$ cat src/rtl/mbyte_addsub_seq_if.sv
// Operation and adder-facing bus for the multi-byte add/subtract sequencer.
// The slave modport is the sequencer; master is the controller plus the adder.
interface mbyte_addsub_seq_if #(
    parameter int BYTES = 4
);
    logic                 in_valid;
    logic                 in_ready;
    logic [8*BYTES-1:0]   in_a;
    logic [8*BYTES-1:0]   in_b;
    logic                 in_sub;
    logic                 in_cin;
    logic                 out_valid;
    logic                 out_ready;
    logic [8*BYTES-1:0]   out_result;
    logic                 out_cout;
    logic                 out_ovf;
    logic                 out_zero;
    logic [7:0]           cla_x;
    logic [7:0]           cla_y;
    logic                 cla_mode;
    logic                 cla_cin;
    logic [7:0]           cla_sum;
    logic                 cla_cout;

    modport slave (
        input  in_valid, in_a, in_b, in_sub, in_cin, out_ready, cla_sum, cla_cout,
        output in_ready, out_valid, out_result, out_cout, out_ovf, out_zero,
        output cla_x, cla_y, cla_mode, cla_cin
    );

    modport master (
        output in_valid, in_a, in_b, in_sub, in_cin, out_ready, cla_sum, cla_cout,
        input  in_ready, out_valid, out_result, out_cout, out_ovf, out_zero,
        input  cla_x, cla_y, cla_mode, cla_cin
    );
endinterface

$ cat src/rtl/mbyte_addsub_seq.sv
// BYTES x 8-bit add/subtract, streamed LSB-first through an external 8-bit adder.
// Optional MBADD_BACKTOBACK_EN: retire a result and accept the next op on one edge.
module mbyte_addsub_seq #(
    parameter int BYTES = 4
) (
    input  logic             clk,
    input  logic             rst_n,
    mbyte_addsub_seq_if.slave bus
);
    localparam int W  = 8 * BYTES;
    localparam int IW = $clog2(BYTES);

    typedef enum logic [1:0] {IDLE, BUSY, DONE} state_t;

    state_t          state_q, state_d;
    logic [W-1:0]    a_q, b_q, result_q;
    logic            sub_q, carry_q, ovf_q, zero_q;
    logic [IW-1:0]   idx_q;
    logic            accept;
    logic            last_byte;
    logic [W-1:0]    a_shift, b_shift;

    assign last_byte = (idx_q == IW'(BYTES - 1));
    assign a_shift   = a_q >> {idx_q, 3'b000};
    assign b_shift   = b_q >> {idx_q, 3'b000};

    // NOTE: every output of this block gets a default first, so no path can infer a latch.
    always_comb begin
        state_d       = state_q;
        accept        = 1'b0;
        bus.in_ready  = 1'b0;
        bus.out_valid = 1'b0;
        bus.cla_x     = 8'h00;
        bus.cla_y     = 8'h00;
        bus.cla_mode  = 1'b0;
        bus.cla_cin   = 1'b0;
        case (state_q)
            IDLE: begin
                bus.in_ready = 1'b1;
                if (bus.in_valid) begin
                    accept  = 1'b1;
                    state_d = BUSY;
                end
            end
            BUSY: begin
                bus.cla_x    = a_shift[7:0];
                bus.cla_y    = b_shift[7:0];
                bus.cla_mode = sub_q;
                bus.cla_cin  = carry_q;
                if (last_byte) state_d = DONE;
            end
            DONE: begin
                bus.out_valid = 1'b1;
`ifdef MBADD_BACKTOBACK_EN
                bus.in_ready = bus.out_ready;
                if (bus.out_ready) begin
                    if (bus.in_valid) begin
                        accept  = 1'b1;
                        state_d = BUSY;
                    end else begin
                        state_d = IDLE;
                    end
                end
`else
                if (bus.out_ready) state_d = IDLE;
`endif
            end
            default: state_d = IDLE;
        endcase
    end

    // NOTE: sequential state uses non-blocking assignments so all registers update together.
    always_ff @(posedge clk or negedge rst_n) begin
        if (!rst_n) begin
            state_q  <= IDLE;
            a_q      <= '0;
            b_q      <= '0;
            result_q <= '0;
            sub_q    <= 1'b0;
            carry_q  <= 1'b0;
            ovf_q    <= 1'b0;
            zero_q   <= 1'b0;
            idx_q    <= '0;
        end else begin
            state_q <= state_d;
            if (accept) begin
                a_q     <= bus.in_a;
                b_q     <= bus.in_b;
                sub_q   <= bus.in_sub;
                carry_q <= bus.in_sub ? 1'b1 : bus.in_cin;
                idx_q   <= '0;
            end else if (state_q == BUSY) begin
                for (int i = 0; i < BYTES; i++) begin
                    if (idx_q == IW'(i)) result_q[8*i +: 8] <= bus.cla_sum;
                end
                carry_q <= bus.cla_cout;
                idx_q   <= idx_q + IW'(1);
                // Flags are captured alongside the top byte so they never glitch in DONE.
                if (last_byte) begin
                    ovf_q  <= (a_q[W-1] == (b_q[W-1] ^ sub_q)) && (bus.cla_sum[7] != a_q[W-1]);
                    zero_q <= ~|bus.cla_sum && ~|result_q[W-9:0];
                end
            end
        end
    end

    assign bus.out_result = result_q;
    assign bus.out_cout   = carry_q;
    assign bus.out_ovf    = ovf_q;
    assign bus.out_zero   = zero_q;
endmodule
$ cat src/flat_wrapper.sv
// flat-port wrapper written by rule: the top's interface ports become plain ports
module mbyte_addsub_seq_flat 
#(
    parameter int BYTES = 4
)
  (clk, rst_n, bus_in_valid, bus_in_a, bus_in_b, bus_in_sub, bus_in_cin, bus_out_ready, bus_cla_sum, bus_cla_cout, bus_in_ready, bus_out_valid, bus_out_result, bus_out_cout, bus_out_ovf, bus_out_zero, bus_cla_x, bus_cla_y, bus_cla_mode, bus_cla_cin);
  mbyte_addsub_seq_if #(.BYTES(BYTES)) bus_i ();
  input  logic clk;
  input  logic rst_n;
  input wire logic [$bits(bus_i.in_valid)-1:0] bus_in_valid;
  input wire logic [$bits(bus_i.in_a)-1:0] bus_in_a;
  input wire logic [$bits(bus_i.in_b)-1:0] bus_in_b;
  input wire logic [$bits(bus_i.in_sub)-1:0] bus_in_sub;
  input wire logic [$bits(bus_i.in_cin)-1:0] bus_in_cin;
  input wire logic [$bits(bus_i.out_ready)-1:0] bus_out_ready;
  input wire logic [$bits(bus_i.cla_sum)-1:0] bus_cla_sum;
  input wire logic [$bits(bus_i.cla_cout)-1:0] bus_cla_cout;
  output wire logic [$bits(bus_i.in_ready)-1:0] bus_in_ready;
  output wire logic [$bits(bus_i.out_valid)-1:0] bus_out_valid;
  output wire logic [$bits(bus_i.out_result)-1:0] bus_out_result;
  output wire logic [$bits(bus_i.out_cout)-1:0] bus_out_cout;
  output wire logic [$bits(bus_i.out_ovf)-1:0] bus_out_ovf;
  output wire logic [$bits(bus_i.out_zero)-1:0] bus_out_zero;
  output wire logic [$bits(bus_i.cla_x)-1:0] bus_cla_x;
  output wire logic [$bits(bus_i.cla_y)-1:0] bus_cla_y;
  output wire logic [$bits(bus_i.cla_mode)-1:0] bus_cla_mode;
  output wire logic [$bits(bus_i.cla_cin)-1:0] bus_cla_cin;
  assign bus_i.in_valid = bus_in_valid;
  assign bus_i.in_a = bus_in_a;
  assign bus_i.in_b = bus_in_b;
  assign bus_i.in_sub = bus_in_sub;
  assign bus_i.in_cin = bus_in_cin;
  assign bus_i.out_ready = bus_out_ready;
  assign bus_i.cla_sum = bus_cla_sum;
  assign bus_i.cla_cout = bus_cla_cout;
  assign bus_in_ready = bus_i.in_ready;
  assign bus_out_valid = bus_i.out_valid;
  assign bus_out_result = bus_i.out_result;
  assign bus_out_cout = bus_i.out_cout;
  assign bus_out_ovf = bus_i.out_ovf;
  assign bus_out_zero = bus_i.out_zero;
  assign bus_cla_x = bus_i.cla_x;
  assign bus_cla_y = bus_i.cla_y;
  assign bus_cla_mode = bus_i.cla_mode;
  assign bus_cla_cin = bus_i.cla_cin;
  mbyte_addsub_seq #(.BYTES(BYTES)) u_core (.clk(clk), .rst_n(rst_n), .bus(bus_i));
endmodule
$ cat config.mk
export PLATFORM = sky130hd
export DESIGN_NAME = mbyte_addsub_seq_flat
export DESIGN_NICKNAME = d
export VERILOG_FILES = /design/src/rtl/mbyte_addsub_seq_if.sv /design/src/rtl/mbyte_addsub_seq.sv /design/src/flat_wrapper.sv
export SDC_FILE = /design/constraint.sdc
export NUM_CORES = 1
export LEC_CHECK = 0
export ABC_AREA = 1
export CAP_MARGIN = 20
export CORE_ASPECT_RATIO = 1.4
export CORE_UTILIZATION = 51
export CTS_CLUSTER_DIAMETER = 80
export DETAILED_ROUTE_END_ITERATION = 8
export GPL_TIMING_DRIVEN = 0
export HOLD_SLACK_MARGIN = 0.1
export PLACE_DENSITY = 0.95
export SETUP_SLACK_MARGIN = 0.5
export SYNTH_ARGS = -nofsm -noshare
export SYNTH_HDL_FRONTEND = slang
export SYNTH_SLANG_ARGS = --single-unit
$ cat constraint.sdc
create_clock -name clk -period 3.8 [get_ports clk]
set_input_delay 0.76 -clock clk [delete_from_list [all_inputs] [get_ports clk]]
set_output_delay 0.76 -clock clk [all_outputs]
set_load 0.05 [all_outputs]
==> results.rst, run 1 <==
.. list-table::
   :header-rows: 1

   * - Metric
     - Value
   * - Number of diodes added for antenna fixing
     - 0
   * - Delay of the slowest cell on the worst path
     - 0.56 ns
   * - RSZ-0062 raised after global routing
     - false
   * - Fraction of power spent switching nets
     - 49.8%
   * - Number of top-level design ports
     - 134
   * - Leftover overflow at the end of global routing
     - 0
   * - Clk network pwr share
     - 12.8%
   * - Rel. slew slack
     - 55.1%
   * - CP max-delay cell
     - sky130_fd_sc_hd__dlygate4sd2_1
   * - Reported leakage power
     - 0.00328 uW
   * - Initial drt markers
     - 254
   * - Sequential-to-total area share from yosys stat
     - 55.8%
   * - Number of cell instances on the worst register-to-register path
     - 8
   * - Met3 routing resource usage after global routing
     - 5.89%
   * - Via count
     - 4624
   * - Kind of start point of the critical path
     - register
   * - Count of max-cap constraint violations
     - 0
   * - Number of nets with antenna violations after detailed routing
     - 0
   * - Half-perimeter wire length of the detailed placement result
     - 10100 um
   * - Worst-skew pair later-pin latency
     - 0.35 ns
   * - Worst slack after detailed placement
     - 0.797 ns
   * - Post-DR wirelength/cell
     - 16.1 um
   * - Power per unit of standard cell area
     - 1030 nW/um2
   * - Final hold violations
     - 0
   * - Tightest Pin Transition
     - 0.674 ns
   * - Result of the run
     - complete, no violations
   * - Highest-count cells in the layout ignoring fill and taps
     - sky130_fd_sc_hd__nand2_1, sky130_fd_sc_hd__clkdlybuf4s50_1, sky130_fd_sc_hd__dfrtp_1
   * - Initial antenna violation count
     - 0
   * - Vias in the first global route
     - 4547
   * - Crit Reg-Reg Startpoint
     - u_core.idx_q[0]
   * - Effective utilization at floorplan
     - 53.6%
   * - Final critical-path share of the clock period
     - 82.8%
   * - Worst setup path category
     - register to primary output
   * - Worst endpoint data arrival time
     - 2.38 ns
   * - Crit path depth
     - 6
   * - Number of buffers on the longest clock path
     - 2
   * - Die span in y
     - 115 um
   * - CP top delay family
     - buffers and inverters
   * - Clock sink count
     - 104
   * - P&R area growth vs syn
     - 37.6%
   * - Number of nets in the layout
     - 812
   * - Launch point of the critical path
     - u_core.idx_q[0]
   * - Part of the total power dissipated in combinational logic
     - 56.7%
   * - Worst reg2reg endpoint
     - u_core.bus.out_result[6]
   * - Endpoint of the most critical setup path
     - bus_cla_y[0]
   * - Crit path max fanout
     - 10
   * - Number of enable flip-flop cells after synthesis
     - 0
   * - Clock tree from TritonCTS
     - built
   * - Ratio of cells with drive above 1 in the final layout
     - 6.57%
   * - Most utilized layer in the global route result
     - met2
   * - Critical path buffer and inverter count
     - 4
   * - Number of nets in the synthesized netlist
     - 667
   * - Accumulated negative setup slack
     - 0 ns
   * - Pint
     - 3310 uW
   * - GPL Wtd Cong
     - 0.915
   * - CTS-repair resized insts
     - 9
   * - Final period demand of the worst path
     - 3.14 ns
   * - Number of clock buffers inserted by TritonCTS
     - 9
   * - Core region area
     - 8710 um2
   * - YS warnings
     - 0
   * - Number of vias per cell after detailed routing
     - 5.53
   * - Maximum number of pins on one net before global-route repair
     - 54
   * - Count of final max-slew check failures
     - 0
   * - DR DRC count
     - 0
   * - Most used flip-flop cell after synthesis
     - sky130_fd_sc_hd__dfrtp_1
   * - Number of failing setup endpoints in the final timing report
     - 0
   * - Buffer cell driving the clock tree root
     - sky130_fd_sc_hd__clkbuf_16
   * - Number of standard cells in the layout, taps in and fillers out
     - 836
   * - Peak supply drop
     - 0.851 mV
   * - Port-buffer cells
     - 133
   * - Path type of the worst min-delay path
     - input pin to asynchronous set/reset pin
   * - Number of standard-cell rows in the floorplan
     - 40
   * - FF+latch count, synth
     - 104
   * - Die area
     - 9540 um2
   * - Met1 track demand over resource in global routing
     - 31.2%
   * - Clock transition at the register clock pins on the worst setup and hold paths after CTS
     - 0.07 ns
   * - Worst Clk Skew
     - 0.00873 ns
   * - Die Wd
     - 82.8 um
   * - Net switching power
     - 3280 uW
   * - Number of filler cells placed in the layout
     - 640
   * - Number of optimization iterations in the first detailed-route pass
     - 6
   * - Instance count of the mapped netlist
     - 584
   * - GRT Overall Usage
     - 28.9%
   * - Number of cells after detailed placement
     - 823
   * - Most common cell after layout, fill and taps aside
     - sky130_fd_sc_hd__nand2_1
   * - Design Area, Final
     - 6420 um2
   * - Final WL
     - 13500 um
   * - Worst R2R Setup Slack
     - 2.02 ns
   * - CP cell instances
     - buf_2 -> inv_1 -> clkbuf_2 -> o21ai_0 -> a21oi_1 -> dlygate4sd2_1
   * - Area of the mapped netlist
     - 4670 um2
   * - Worst Path Required
     - 3.04 ns
   * - Number of different library cells in the post-synthesis netlist
     - 26
   * - Fraction of synthesis flops using an asynchronous set or reset pin
     - 100%
   * - GRT met2 Usage
     - 52.3%
   * - Placed inst area
     - 6150 um2
   * - Wire length of the first global-routing pass
     - 21300 um
   * - Hold buffer count at CTS
     - 0
   * - Sequential Power Share
     - 30.5%
   * - Worst Slack Setup Final
     - 0.655 ns
   * - Nature of the critical path endpoint
     - primary output
   * - Number of setup buffers added after CTS
     - 0
   * - Post-Syn Area per Cell
     - 7.99 um2
   * - H-tree Lvls
     - 3
   * - Max Freq
     - 318 MHz
## synth_stat cells, types with 2 or more instances
cell type	count	area share, %
sky130_fd_sc_hd__a21oi_1	18	1.9
sky130_fd_sc_hd__nand2_4	3	0.72
sky130_fd_sc_hd__buf_2	15	1.6
sky130_fd_sc_hd__ha_1	4	1.1
sky130_fd_sc_hd__buf_4	5	0.80
sky130_fd_sc_hd__o21ai_0	44	4.7
sky130_fd_sc_hd__nand4_1	2	0.27
sky130_fd_sc_hd__clkbuf_1	5	0.40
sky130_fd_sc_hd__nor2_1	84	6.8
sky130_fd_sc_hd__nand2_1	239	19
sky130_fd_sc_hd__inv_1	16	1.3
sky130_fd_sc_hd__dfrtp_1	104	56
sky130_fd_sc_hd__o21ai_1	26	2.8
sky130_fd_sc_hd__inv_2	3	0.24
sky130_fd_sc_hd__nand3_1	2	0.21
sky130_fd_sc_hd__buf_6	3	0.72
sky130_fd_sc_hd__clkbuf_2	2	0.21
## how the worst min path moves through the flow
stage                                 to  depth (start not counted)
5_1_grt        u_core.bus.out_result[27]                          1
6_report       u_core.bus.out_result[27]                          1
2_1_floorplan             u_core.a_q[10]                          2
4_1_cts        u_core.bus.out_result[24]                          1
3_3_place_gp              u_core.a_q[12]                          2
3_5_place_dp              u_core.b_q[11]                          2
## area by class of cell
cell class | count | area (um2) | share of cell area (%)
clock inverters | 1 | 5.00 | 0.0779
inverters | 20 | 75.1 | 1.17
repair buffers | 134 | 1360 | 21.2
plain buffers | 31 | 179 | 2.79
well taps | 105 | 131 | 2.05
clock buffers | 12 | 256 | 3.99
multi-input cells | 429 | 1810 | 28.2
flip-flops and latches | 104 | 2600 | 40.5
## state kept, by name, summed over array words and instances, names as in the netlist
signal / count
u_core.a_q: 32
u_core.b_q: 32
u_core.bus.out_cout: 1
u_core.bus.out_ovf: 1
u_core.bus.out_result: 32
u_core.bus.out_zero: 1
u_core.idx_q: 2
u_core.state_q: 2
u_core.sub_q: 1
## per-layer routing
metal / up-vias / share of wire, %
li1: 2112 / -
met1: 2172 / 36
met2: 282 / 52
met3: 58 / 7.0
met4: 0 / 5.3
met5: - / 0
## kinds of logic (layout without fill, tap and decap cells)
kind of cell	count (synthesis)	count (layout)	synth area share (%)
AND/OR/NAND/NOR	333	333	27.6
adder cells (fa/ha/maj)	4	4	1.07
buffers and inverters	51	198	5.44
flip-flops	104	104	55.8
XOR/XNOR	1	1	0.188
AO/OA/AOI/OAI	91	91	9.92
## power by group through the flow
stage	clock network [uW]	logic [uW]	registers, uW
6_report	844	3740	2010
5_1_grt	901	3980	2060
4_1_cts	851	3740	1990
3_5_place_dp	0	3750	2010
3_3_place_gp	0	3650	1970
2_1_floorplan	0	1910	2560
## per-stage QoR
step	util, %	hold WS [ns]	power, uW
global route	73.7	0.494	6950
global placement	70.4	0.457	5620
finish	73.7	0.444	6590
detailed placement	70.7	0.460	5760
CTS	73.5	0.462	6580
floorplan	-	0.444	4470
Power figures use the tool's default switching activity.
==> inputs of run 2 (changes only) <==
Settings changed: CORE_UTILIZATION 51 to 43, PLACE_DENSITY 0.95 to 0.87.
Clock period 3.8 ns to 2.86 ns, I/O delays scaled along.
==> run 2 against run 1 <==
Effect of this change:
- global-route usage down 4.9 points
- sequential power up 32%
- combinational power up 36%
- setup slack worse by 0.14 ns
- non-clock buffer count up 3
- via count down 3.2%
- first-iteration DRC count up 15%
- critical path depth unchanged
- flip-flop and latch count unchanged
==> results.rst, run 2 (same netlist as run 1, synthesis figures left out) <==
.. list-table::
   :header-rows: 1

   * - Metric
     - Value
   * - Result of the run
     - complete, no violations
   * - Number of standard-cell rows in the floorplan
     - 44
   * - Max Freq
     - 427 MHz
   * - Core region area
     - 10500 um2
   * - Worst-skew pair later-pin latency
     - 0.34 ns
   * - DR DRC count
     - 0
   * - Placed inst area
     - 6190 um2
   * - Power per unit of standard cell area
     - 1360 nW/um2
   * - Number of top-level design ports
     - 134
   * - H-tree Lvls
     - 3
   * - Hold Worst Slack
     - 0.302 ns
   * - Most common cell after layout, fill and taps aside
     - sky130_fd_sc_hd__nand2_1
   * - Initial antenna violation count
     - 0
   * - Hold buffer count at CTS
     - 0
   * - Path type of the worst min-delay path
     - input pin to asynchronous set/reset pin
   * - Port-buffer cells
     - 133
   * - Critical path buffer and inverter count
     - 4
   * - Die span in y
     - 125 um
   * - Nature of the critical path endpoint
     - primary output
   * - Tightest Pin Transition
     - 0.736 ns
   * - Worst endpoint data arrival time
     - 1.77 ns
   * - Delay of the slowest cell on the worst path
     - 0.37 ns
   * - Number of filler cells placed in the layout
     - 877
   * - Final hold violations
     - 0
   * - CP max-delay cell
     - sky130_fd_sc_hd__dfrtp_1
   * - Maximum number of pins on one net before global-route repair
     - 58
   * - CP top delay family
     - buffers and inverters
   * - Number of failing setup endpoints in the final timing report
     - 0
   * - Number of optimization iterations in the first detailed-route pass
     - 7
   * - Die Wd
     - 90.0 um
   * - Number of nets with antenna violations after detailed routing
     - 0
   * - Design Area, Final
     - 6530 um2
   * - Number of nets in the layout
     - 815
   * - Rel. slew slack
     - 50.9%
   * - Worst setup path category
     - register to primary output
   * - CP cell instances
     - buf_6 -> inv_4 -> clkbuf_8 -> o21ai_0 -> a21oi_1 -> buf_4
   * - Effective utilization at floorplan
     - 44.6%
   * - Vias in the first global route
     - 4455
   * - Initial drt markers
     - 293
   * - Count of max-cap constraint violations
     - 0
   * - Kind of start point of the critical path
     - register
   * - Peak supply drop
     - 0.899 mV
   * - Ratio of cells with drive above 1 in the final layout
     - 10.7%
   * - Clock tree from TritonCTS
     - built
   * - Number of vias per cell after detailed routing
     - 5.12
   * - Die area
     - 11300 um2
   * - Via count
     - 4476
   * - Number of buffers on the longest clock path
     - 2
   * - Final critical-path share of the clock period
     - 82.0%
   * - Number of clock buffers inserted by TritonCTS
     - 9
   * - GRT Overall Usage
     - 24.0%
   * - Wire length of the first global-routing pass
     - 21200 um
   * - Buffer cell driving the clock tree root
     - sky130_fd_sc_hd__clkbuf_16
   * - Crit path max fanout
     - 10
   * - GPL Wtd Cong
     - 0.922
   * - Leftover overflow at the end of global routing
     - 0
   * - P&R area growth vs syn
     - 39.9%
   * - Pwr Total
     - 8890 uW
   * - Post-DR wirelength/cell
     - 14.9 um
   * - Half-perimeter wire length of the detailed placement result
     - 9820 um
   * - Final WL
     - 13100 um
   * - Number of diodes added for antenna fixing
     - 0
   * - Worst Clk Skew
     - 0.00325 ns
   * - Final period demand of the worst path
     - 2.34 ns
   * - Clock transition at the register clock pins on the worst setup and hold paths after CTS
     - 0.06 ns
   * - Reported leakage power
     - 0.00325 uW
   * - RSZ-0062 raised after global routing
     - true
   * - Highest-count cells in the layout ignoring fill and taps
     - sky130_fd_sc_hd__nand2_1, sky130_fd_sc_hd__clkdlybuf4s50_1, sky130_fd_sc_hd__dfrtp_1
   * - Clock sink count
     - 104
   * - Count of final max-slew check failures
     - 0
   * - Worst Path Required
     - 2.29 ns
[run 2: cell count changes in the layout (fill, tap and decap cells not counted), moves of 3 or more]
cell and change:
sky130_fd_sc_hd__o21ai_0 -7, sky130_fd_sc_hd__dlymetal6s2s_1 -5, sky130_fd_sc_hd__buf_2 -3, sky130_fd_sc_hd__buf_6 +5
sky130_fd_sc_hd__buf_4 +18, sky130_fd_sc_hd__dlygate4sd2_1 -9, sky130_fd_sc_hd__clkdlybuf4s50_1 -4, sky130_fd_sc_hd__o21ai_1 +7
[run 2: metrics by stage]
| step | cells | util [%] | TNS (ns) | worst slack [ns] |
|---|---|---|---|---|
| after floorplan | 584 | - | 0 | 0.586 |
| after global placement | 855 | 59.0 | -254.34 | -2.45 |
| after detailed placement | 856 | 59.2 | 0 | 0.0607 |
| after CTS | 874 | 62.0 | 0 | 0.508 |
| after global routing | 874 | 62.4 | 0 | 0.451 |
| final | 874 | 62.4 | 0 | 0.515 |
[run 2: final cells by class]
type / count / area (um2) / share of cell area [%]
sequential: 104 / 2600 / 39.9
multi-input combinational: 429 / 1820 / 27.9
timing repair buffer: 137 / 1330 / 20.4
clock buffer: 12 / 256 / 3.93
buffer: 31 / 244 / 3.74
tap: 138 / 173 / 2.65
inverter: 20 / 80.1 / 1.23
clock inverter: 3 / 17.5 / 0.268
[run 2: what timing repair did]
action,in CTS,in global routing
resized for setup,118,30
buffers inserted,3,0
pin swaps,3,6
endpoints found under the hold margin,0,0
endpoints found under the setup margin,18,19
[run 2: where the power goes]
part | switching, uW | internal (uW)
Clock | 512 | 630
Combinational | 3390 | 1700
Sequential | 463 | 2190
[run 2: per-layer routing]
metal / routed length, um / GRT usage [%]
met1: 5060 / 28.4
met2: 6660 / 42.0
met3: 888 / 3.89
met4: 451 / 11.9
met5: 0 / 0
[run 2: final timing paths]
kind	from	endpoint	slack, ns	cells after the start
worst max register to register	u_core.idx_q[0]	u_core.bus.out_result[20]	1.38	8
worst min register to register	u_core.b_q[12]	u_core.b_q[12]	0.48	2
min in group clk	u_core.b_q[12]	u_core.b_q[12]	0.48	2
worst min-delay path	rst_n	u_core.b_q[26]	0.30	1
max in group asynchronous	rst_n	u_core.a_q[13]	1.87	2
worst max-delay path	u_core.idx_q[0]	bus_cla_x[4]	0.52	6
